==> config.mk <==
export PLATFORM = sky130hd
export DESIGN_NAME = dma_xfer_ctrl
export DESIGN_NICKNAME = d
export VERILOG_FILES = /design/src/rtl/dma_pkg.sv /design/src/rtl/dma_xfer_ctrl.sv
export SDC_FILE = /design/constraint.sdc
export NUM_CORES = 1
export LEC_CHECK = 0
export ABC_AREA = 1
export ABC_CLOCK_PERIOD_IN_PS = 2400
export BUFFER_PORTS_ARGS = -buffer_cell sky130_fd_sc_hd__buf_2
export CAP_MARGIN = 0
export CORE_MARGIN = 1.5
export CORE_UTILIZATION = 45
export DETAILED_ROUTE_END_ITERATION = 10
export GPL_TIMING_DRIVEN = 1
export HOLD_SLACK_MARGIN = 0.02
export PLACE_DENSITY = 0.71
export SLEW_MARGIN = 25
export SYNTH_ARGS = -nofsm -noshare
export SYNTH_HDL_FRONTEND = slang
export SYNTH_SLANG_ARGS = --single-unit
==> constraint.sdc <==
create_clock -name clk -period 2.4 [get_ports clk]
set_input_delay 0.12 -clock clk [delete_from_list [all_inputs] [get_ports clk]]
set_output_delay 0.12 -clock clk [all_outputs]
set_load 0.02 [all_outputs]
==> src/rtl/dma_pkg.sv <==
// dma_pkg: shared types and helpers for the DMA transfer controller.
//   state_e        - controller FSM states
//   bytes_per_word - byte stride of one bus word of a given bit width
//   BYTES_PER_WORD - stride for the default 32-bit data path
//   min_u          - unsigned minimum, used to size each burst
package dma_pkg;

  typedef enum logic [2:0] {
    S_IDLE,
    S_RD_REQ,
    S_RD_WAIT,
    S_BUF_RD,
    S_BUF_WAIT,
    S_WR_REQ,
    S_DONE
  } state_e;

  function automatic int unsigned bytes_per_word(input int unsigned data_width);
    return data_width / 8;
  endfunction

  localparam int unsigned BYTES_PER_WORD = bytes_per_word(32);

  function automatic int unsigned min_u(input int unsigned a, input int unsigned b);
    return (a < b) ? a : b;
  endfunction

endpackage

==> src/rtl/dma_xfer_ctrl.sv <==
// dma_xfer_ctrl: copies i_len words from a source region to a destination
// region, staging up to DEPTH words at a time in an external word buffer.
//   clk, rst            - clock, asynchronous active-low reset
//   i_start, i_src_addr, i_dst_addr, i_len - transfer request (latched in IDLE)
//   o_busy, o_done      - transfer in progress / one-cycle completion pulse
//   o_m_*, i_m_*        - master bus: one request at a time, held until ready
//   o_buf_*, i_buf_*    - word buffer: write strobe, or read strobe with
//                         data returned one cycle later
module dma_xfer_ctrl
  import dma_pkg::*;
#(
  parameter int unsigned DATA_WIDTH = 32,
  parameter int unsigned ADDR_WIDTH = 32,
  parameter int unsigned LEN_WIDTH  = 16,
  parameter int unsigned DEPTH      = 16
) (
  input  logic                  clk,
  input  logic                  rst,
  input  logic                  i_start,
  input  logic [ADDR_WIDTH-1:0] i_src_addr,
  input  logic [ADDR_WIDTH-1:0] i_dst_addr,
  input  logic [LEN_WIDTH-1:0]  i_len,
  output logic                  o_busy,
  output logic                  o_done,
  output logic                  o_m_valid,
  output logic                  o_m_rd0_wr1,
  output logic [ADDR_WIDTH-1:0] o_m_addr,
  output logic [DATA_WIDTH-1:0] o_m_wdata,
  input  logic                  i_m_ready,
  input  logic [DATA_WIDTH-1:0] i_m_rdata,
  input  logic                  i_m_rvalid,
  output logic                  o_buf_rd0_wr1,
  output logic                  o_buf_valid,
  output logic [DATA_WIDTH-1:0] o_buf_data,
  input  logic [DATA_WIDTH-1:0] i_buf_data,
  input  logic                  i_buf_valid
);

  localparam int unsigned CNT_W = $clog2(DEPTH + 1);
  localparam logic [ADDR_WIDTH-1:0] ADDR_STEP = ADDR_WIDTH'(bytes_per_word(DATA_WIDTH));

  state_e                state_q, state_d;
  logic [ADDR_WIDTH-1:0] src_q, src_d;
  logic [ADDR_WIDTH-1:0] dst_q, dst_d;
  logic [LEN_WIDTH-1:0]  rem_q, rem_d;
  logic [CNT_W-1:0]      cnt_q, cnt_d;
  logic [CNT_W-1:0]      burst_q, burst_d;
  logic [DATA_WIDTH-1:0] wdata_q, wdata_d;
  logic [LEN_WIDTH-1:0]  rem_dec;
  logic                  last_in_burst;

  always_ff @(posedge clk or negedge rst) begin
    if (!rst) begin
      state_q <= S_IDLE;
      src_q   <= '0;
      dst_q   <= '0;
      rem_q   <= '0;
      cnt_q   <= '0;
      burst_q <= '0;
      wdata_q <= '0;
    end else begin
      state_q <= state_d;
      src_q   <= src_d;
      dst_q   <= dst_d;
      rem_q   <= rem_d;
      cnt_q   <= cnt_d;
      burst_q <= burst_d;
      wdata_q <= wdata_d;
    end
  end

  always_comb begin
    state_d       = state_q;
    src_d         = src_q;
    dst_d         = dst_q;
    rem_d         = rem_q;
    cnt_d         = cnt_q;
    burst_d       = burst_q;
    wdata_d       = wdata_q;
    rem_dec       = rem_q - LEN_WIDTH'(1);
    last_in_burst = (cnt_q == burst_q - CNT_W'(1));

    o_busy        = (state_q != S_IDLE);
    o_done        = 1'b0;
    o_m_valid     = 1'b0;
    o_m_rd0_wr1   = 1'b0;
    o_m_addr      = '0;
    o_m_wdata     = '0;
    o_buf_rd0_wr1 = 1'b0;
    o_buf_valid   = 1'b0;
    o_buf_data    = '0;

    unique case (state_q)
      S_IDLE: begin
        if (i_start) begin
          src_d   = i_src_addr;
          dst_d   = i_dst_addr;
          rem_d   = i_len;
          burst_d = CNT_W'(min_u(32'(i_len), DEPTH));
          cnt_d   = '0;
          state_d = (i_len == '0) ? S_DONE : S_RD_REQ;
        end
      end
      S_RD_REQ: begin
        o_m_valid = 1'b1;
        o_m_addr  = src_q;
        if (i_m_ready) state_d = S_RD_WAIT;
      end
      S_RD_WAIT: begin
        // Read data is forwarded straight into the buffer in its arrival cycle.
        if (i_m_rvalid) begin
          o_buf_valid   = 1'b1;
          o_buf_rd0_wr1 = 1'b1;
          o_buf_data    = i_m_rdata;
          src_d         = src_q + ADDR_STEP;
          if (last_in_burst) begin
            cnt_d   = '0;
            state_d = S_BUF_RD;
          end else begin
            cnt_d   = cnt_q + CNT_W'(1);
            state_d = S_RD_REQ;
          end
        end
      end
      S_BUF_RD: begin
        o_buf_valid = 1'b1;
        state_d     = S_BUF_WAIT;
      end
      S_BUF_WAIT: begin
        if (i_buf_valid) begin
          wdata_d = i_buf_data;
          state_d = S_WR_REQ;
        end
      end
      S_WR_REQ: begin
        o_m_valid   = 1'b1;
        o_m_rd0_wr1 = 1'b1;
        o_m_addr    = dst_q;
        o_m_wdata   = wdata_q;
        if (i_m_ready) begin
          dst_d = dst_q + ADDR_STEP;
          rem_d = rem_dec;
          if (!last_in_burst) begin
            cnt_d   = cnt_q + CNT_W'(1);
            state_d = S_BUF_RD;
          end else if (rem_dec == '0) begin
            cnt_d   = '0;
            state_d = S_DONE;
          end else begin
            burst_d = CNT_W'(min_u(32'(rem_dec), DEPTH));
            cnt_d   = '0;
            state_d = S_RD_REQ;
          end
        end
      end
      S_DONE: begin
        o_done  = 1'b1;
        state_d = S_IDLE;
      end
      default: state_d = S_IDLE;
    endcase
  end

endmodule

==> impl_metrics.py <==
metrics = {
    "routing": {
        "post_drt_via_cell_ratio": 5.281,
        "drcViolationCount": 0,
        "dr.first_iter.drc_count": 640,
        "drt-wirelength-per-cell_um": 14.98,
        "ant_nets_after_route": 0,
        "route.final.wire_length_um": 27490,
        "first_pass_iteration_count_of_the_detailed_router": 5,
        "vias": 9690,
    },
    "clocking": {
        "cts_sink_cnt": 125,
        "library_cell_used_as_clock_root_buffer": "sky130_fd_sc_hd__clkbuf_16",
        "worst_setup_hold_path_clk_slew_ns": 0.05,
        "clockBufferDepth": 2,
        "htreeDepth": 4,
        "cts_made_buffers": 17,
        "cts_tree": "yes",
        "insertion_delay_ns": 0.43,
    },
    "synth": {
        "netlist_top_cells_area": "sky130_fd_sc_hd__dfrtp_1 (36%), sky130_fd_sc_hd__nand2_1 (13%), sky130_fd_sc_hd__nor2_1 (9.7%), sky130_fd_sc_hd__inv_1 (6.5%), sky130_fd_sc_hd__nand3_1 (4.4%)",
        "yosys-top-cells-count": "sky130_fd_sc_hd__nand2_1 (290), sky130_fd_sc_hd__nor2_1 (222), sky130_fd_sc_hd__inv_1 (149)",
        "synth_enable_flop_cells": 0,
        "postSynthCellCount": 1289,
        "synth_cell_type_count": 50,
        "synth_flop_cell": "sky130_fd_sc_hd__dfrtp_1",
        "synth_largest_area_cell": "sky130_fd_sc_hd__dfrtp_1",
        "synth.top_cell.area_share": 0.3638,
        "ys.warnings.count": 0,
        "synth.yosys.seq_area_share": 0.3638,
        "syn-num-nets": 1445,
        "async_reset_ff_frac": 1.000,
        "synth.most_common_cell": "sky130_fd_sc_hd__nand2_1",
        "netlist_area_mm2": 0.008598,
        "ys_seq_elements": 125,
        "synth.avg_cell_area_um2": 6.670,
    },
    "cells_and_area": {
        "num_antenna_cells": 0,
        "fin_nets": 1744,
        "post_layout_nonfiller_instances": 1835,
        "areaGrowthSynthToFinish_pct": 32.96,
        "fillCellCount": 1691,
        "drive_gt1_frac": 0.2217,
        "finished_layout_cell_area_mm2": 0.01143,
    },
    "timing": {
        "setup_viol_count_final": 0,
        "finalClockSkew_ns": 0.008253,
        "max_clock_freq_ghz": 0.4546,
        "rsz0062_at_grt": "true",
        "whs_ns": 0.03362,
        "max_slew_margin": 0.5665,
        "setup_total_negative_slack_ns": 0,
        "hold_viol_final": 0,
        "timing_max_transition_violations_final": 0,
        "fin_crit_sh": 0.9166,
        "timing.final.crit_period_ns": 2.200,
        "tightestPinTransition_ns": 0.6503,
    },
    "pwr": {
        "p_sw_frac": 0.4781,
        "clock_power_share": 0.198,
        "power_report.internal_total_w": 0.007225,
        "power.density_cell_area_mw_per_mm2": 1211,
        "total_leakage_power_nw": 5.932,
        "net-switching-power_w": 0.006619,
        "maximum_vdd_drop_v": 0.0006348,
        "combinationalPowerShare": 0.514,
        "pwr-share-seq": 0.288,
    },
    "worst_setup_path": {
        "worst-path-max-fanout": 45,
        "worst_setup_path_end_kind": "primary output",
        "crit_required_ns": 2.28,
        "crit_path_start_kind": "register",
        "crit_arrival_ns": 2.08,
        "worstSetupPathType": "register to primary output",
    },
    "grt": {
        "grt_antenna_before_repair": 0,
        "grt_pass1_wl_um": 44860,
        "aggregate_global_route_resource_usage": 0.2799,
        "first_global_vias": 9289,
        "grt_start_max_net_pins": 89,
        "grt-ovfl-total": 0,
    },
    "outcome": {
        "outcome": "completed",
    },
    "floorplanning": {
        "rows": 50,
        "floorplan.die_area_mm2": 0.01995,
        "core_area_mm2": 0.01871,
        "horizontal_die_dimension_um": 141.2,
        "vert_die_dim_um": 141.2,
        "initial_core_util": 0.4597,
        "io-pin-count": 252,
    },
    "placed_design": {
        "globalplace.congestion": 0.9135,
        "hpwlAfterDp_um": 19550,
        "placed_cells_incl_taps": 1732,
        "io_buffers": 251,
        "postPlaceCellArea_mm2": 0.01007,
    },
    "run": {
        "drv.max_cap_violation_count": 0,
    },
    "min_path": {
        "holdCritPathClass": "input pin to register",
    },
}
## worst max-delay path, stage by stage, from the launching register on
cell and delay, ns:
sky130_fd_sc_hd__dfrtp_1 0.44, sky130_fd_sc_hd__inv_2 0.09, sky130_fd_sc_hd__nor2_4 0.14, sky130_fd_sc_hd__nand2_4 0.16, sky130_fd_sc_hd__inv_2 0.13, sky130_fd_sc_hd__buf_8 0.27
sky130_fd_sc_hd__nand2_1 0.13, sky130_fd_sc_hd__o21ai_0 0.09, sky130_fd_sc_hd__buf_2 0.18
## area by class of cell
| type | count | area [µm²] | area share |
|---|---|---|---|
| multi-input cells | 948 | 4653 | 0.4070 |
| repair buffers | 337 | 2130 | 0.1863 |
| clock inverters | 10 | 135.1 | 0.01182 |
| well taps | 234 | 292.8 | 0.02561 |
| flip-flops and latches | 125 | 3128 | 0.2736 |
| inverters | 159 | 599.3 | 0.05242 |
| clock buffers | 22 | 494.2 | 0.04323 |
## through the flow
step	power (W)	setup slack (ns)	util
2_1_floorplan	0.008863	0.4983	-
3_3_place_gp	0.01068	0.2208	0.5382
3_5_place_dp	0.01083	0.2076	0.5382
4_1_cts	0.01372	0.009017	0.6079
5_1_grt	0.01492	-0.02957	0.6112
6_report	0.01384	0.2003	0.6112
## repair_timing
item,CTS,global route
setup endpoints to repair,2,15
hold endpoints to repair,110,0
hold buffers,67,0
gates resized for setup,1,9
pin swaps,0,3
setup buffers,0,4
## metal layers
layer / up-vias / track usage / share of wire
met5: - / 0 / 0
met4: 0 / 0.1069 / 0.029
met3: 59 / 0.05197 / 0.059
met2: 343 / 0.4577 / 0.48
met1: 4491 / 0.3683 / 0.43
li1: 4797 / - / -
## final timing paths
kind                               end           start  slack (ns)  depth (start not counted)
max in group asynchronous    dst_q[26]             rst        1.37                          3
setup / recovery           o_m_addr[2]      state_q[0]        0.20                          8
hold reg to reg             burst_q[4]      burst_q[4]        0.50                          2
hold / removal               src_q[23]  i_src_addr[23]        0.03                          3
min in group asynchronous  wdata_q[10]             rst        0.25                          2
setup reg to reg             src_q[28]        src_q[3]        0.22                         12
## cell families after synthesis
| group | Yosys count | share of synthesized area |
|---|---|---|
| simple gates | 671 | 0.3331 |
| fa+ha+maj | 6 | 0.008731 |
| flops | 125 | 0.3638 |
| buf+inv | 216 | 0.09910 |
| compound gates | 235 | 0.1575 |
| xor+xnor | 32 | 0.03260 |
| mux | 4 | 0.005238 |
## sequential cells by signal, summed over array words and instances, names as in the netlist
signal and flops:
rem_q 16, burst_q 5, wdata_q 32, dst_q 32, src_q 32, cnt_q 5, state_q 3
## cells in the final DEF (no fill, tap or decap), drive strengths merged, types with 5 or more instances in the layout
master and count:
nor4 5, nand4 21, nand3 79, a31oi 5
buf 270, clkbuf 22, or2 9, o21ai 85
ha 6, inv 159, dfrtp 125, dlygate4sd3 67
xor2 29, o21bai 6, a21oi 65, nand2 295
o211ai 10, nor2 234, o22ai 46, nor3 22
## power by group through the flow
stage          registers [W]  clock network [W]  logic, W
2_1_floorplan        0.00373                  0   0.00513
3_3_place_gp         0.00395                  0   0.00672
3_5_place_dp         0.00398                  0   0.00685
4_1_cts              0.00396            0.00277   0.00698
5_1_grt              0.00412            0.00287   0.00794
6_report             0.00399            0.00274   0.00712
Power figures use the tool's default switching activity.
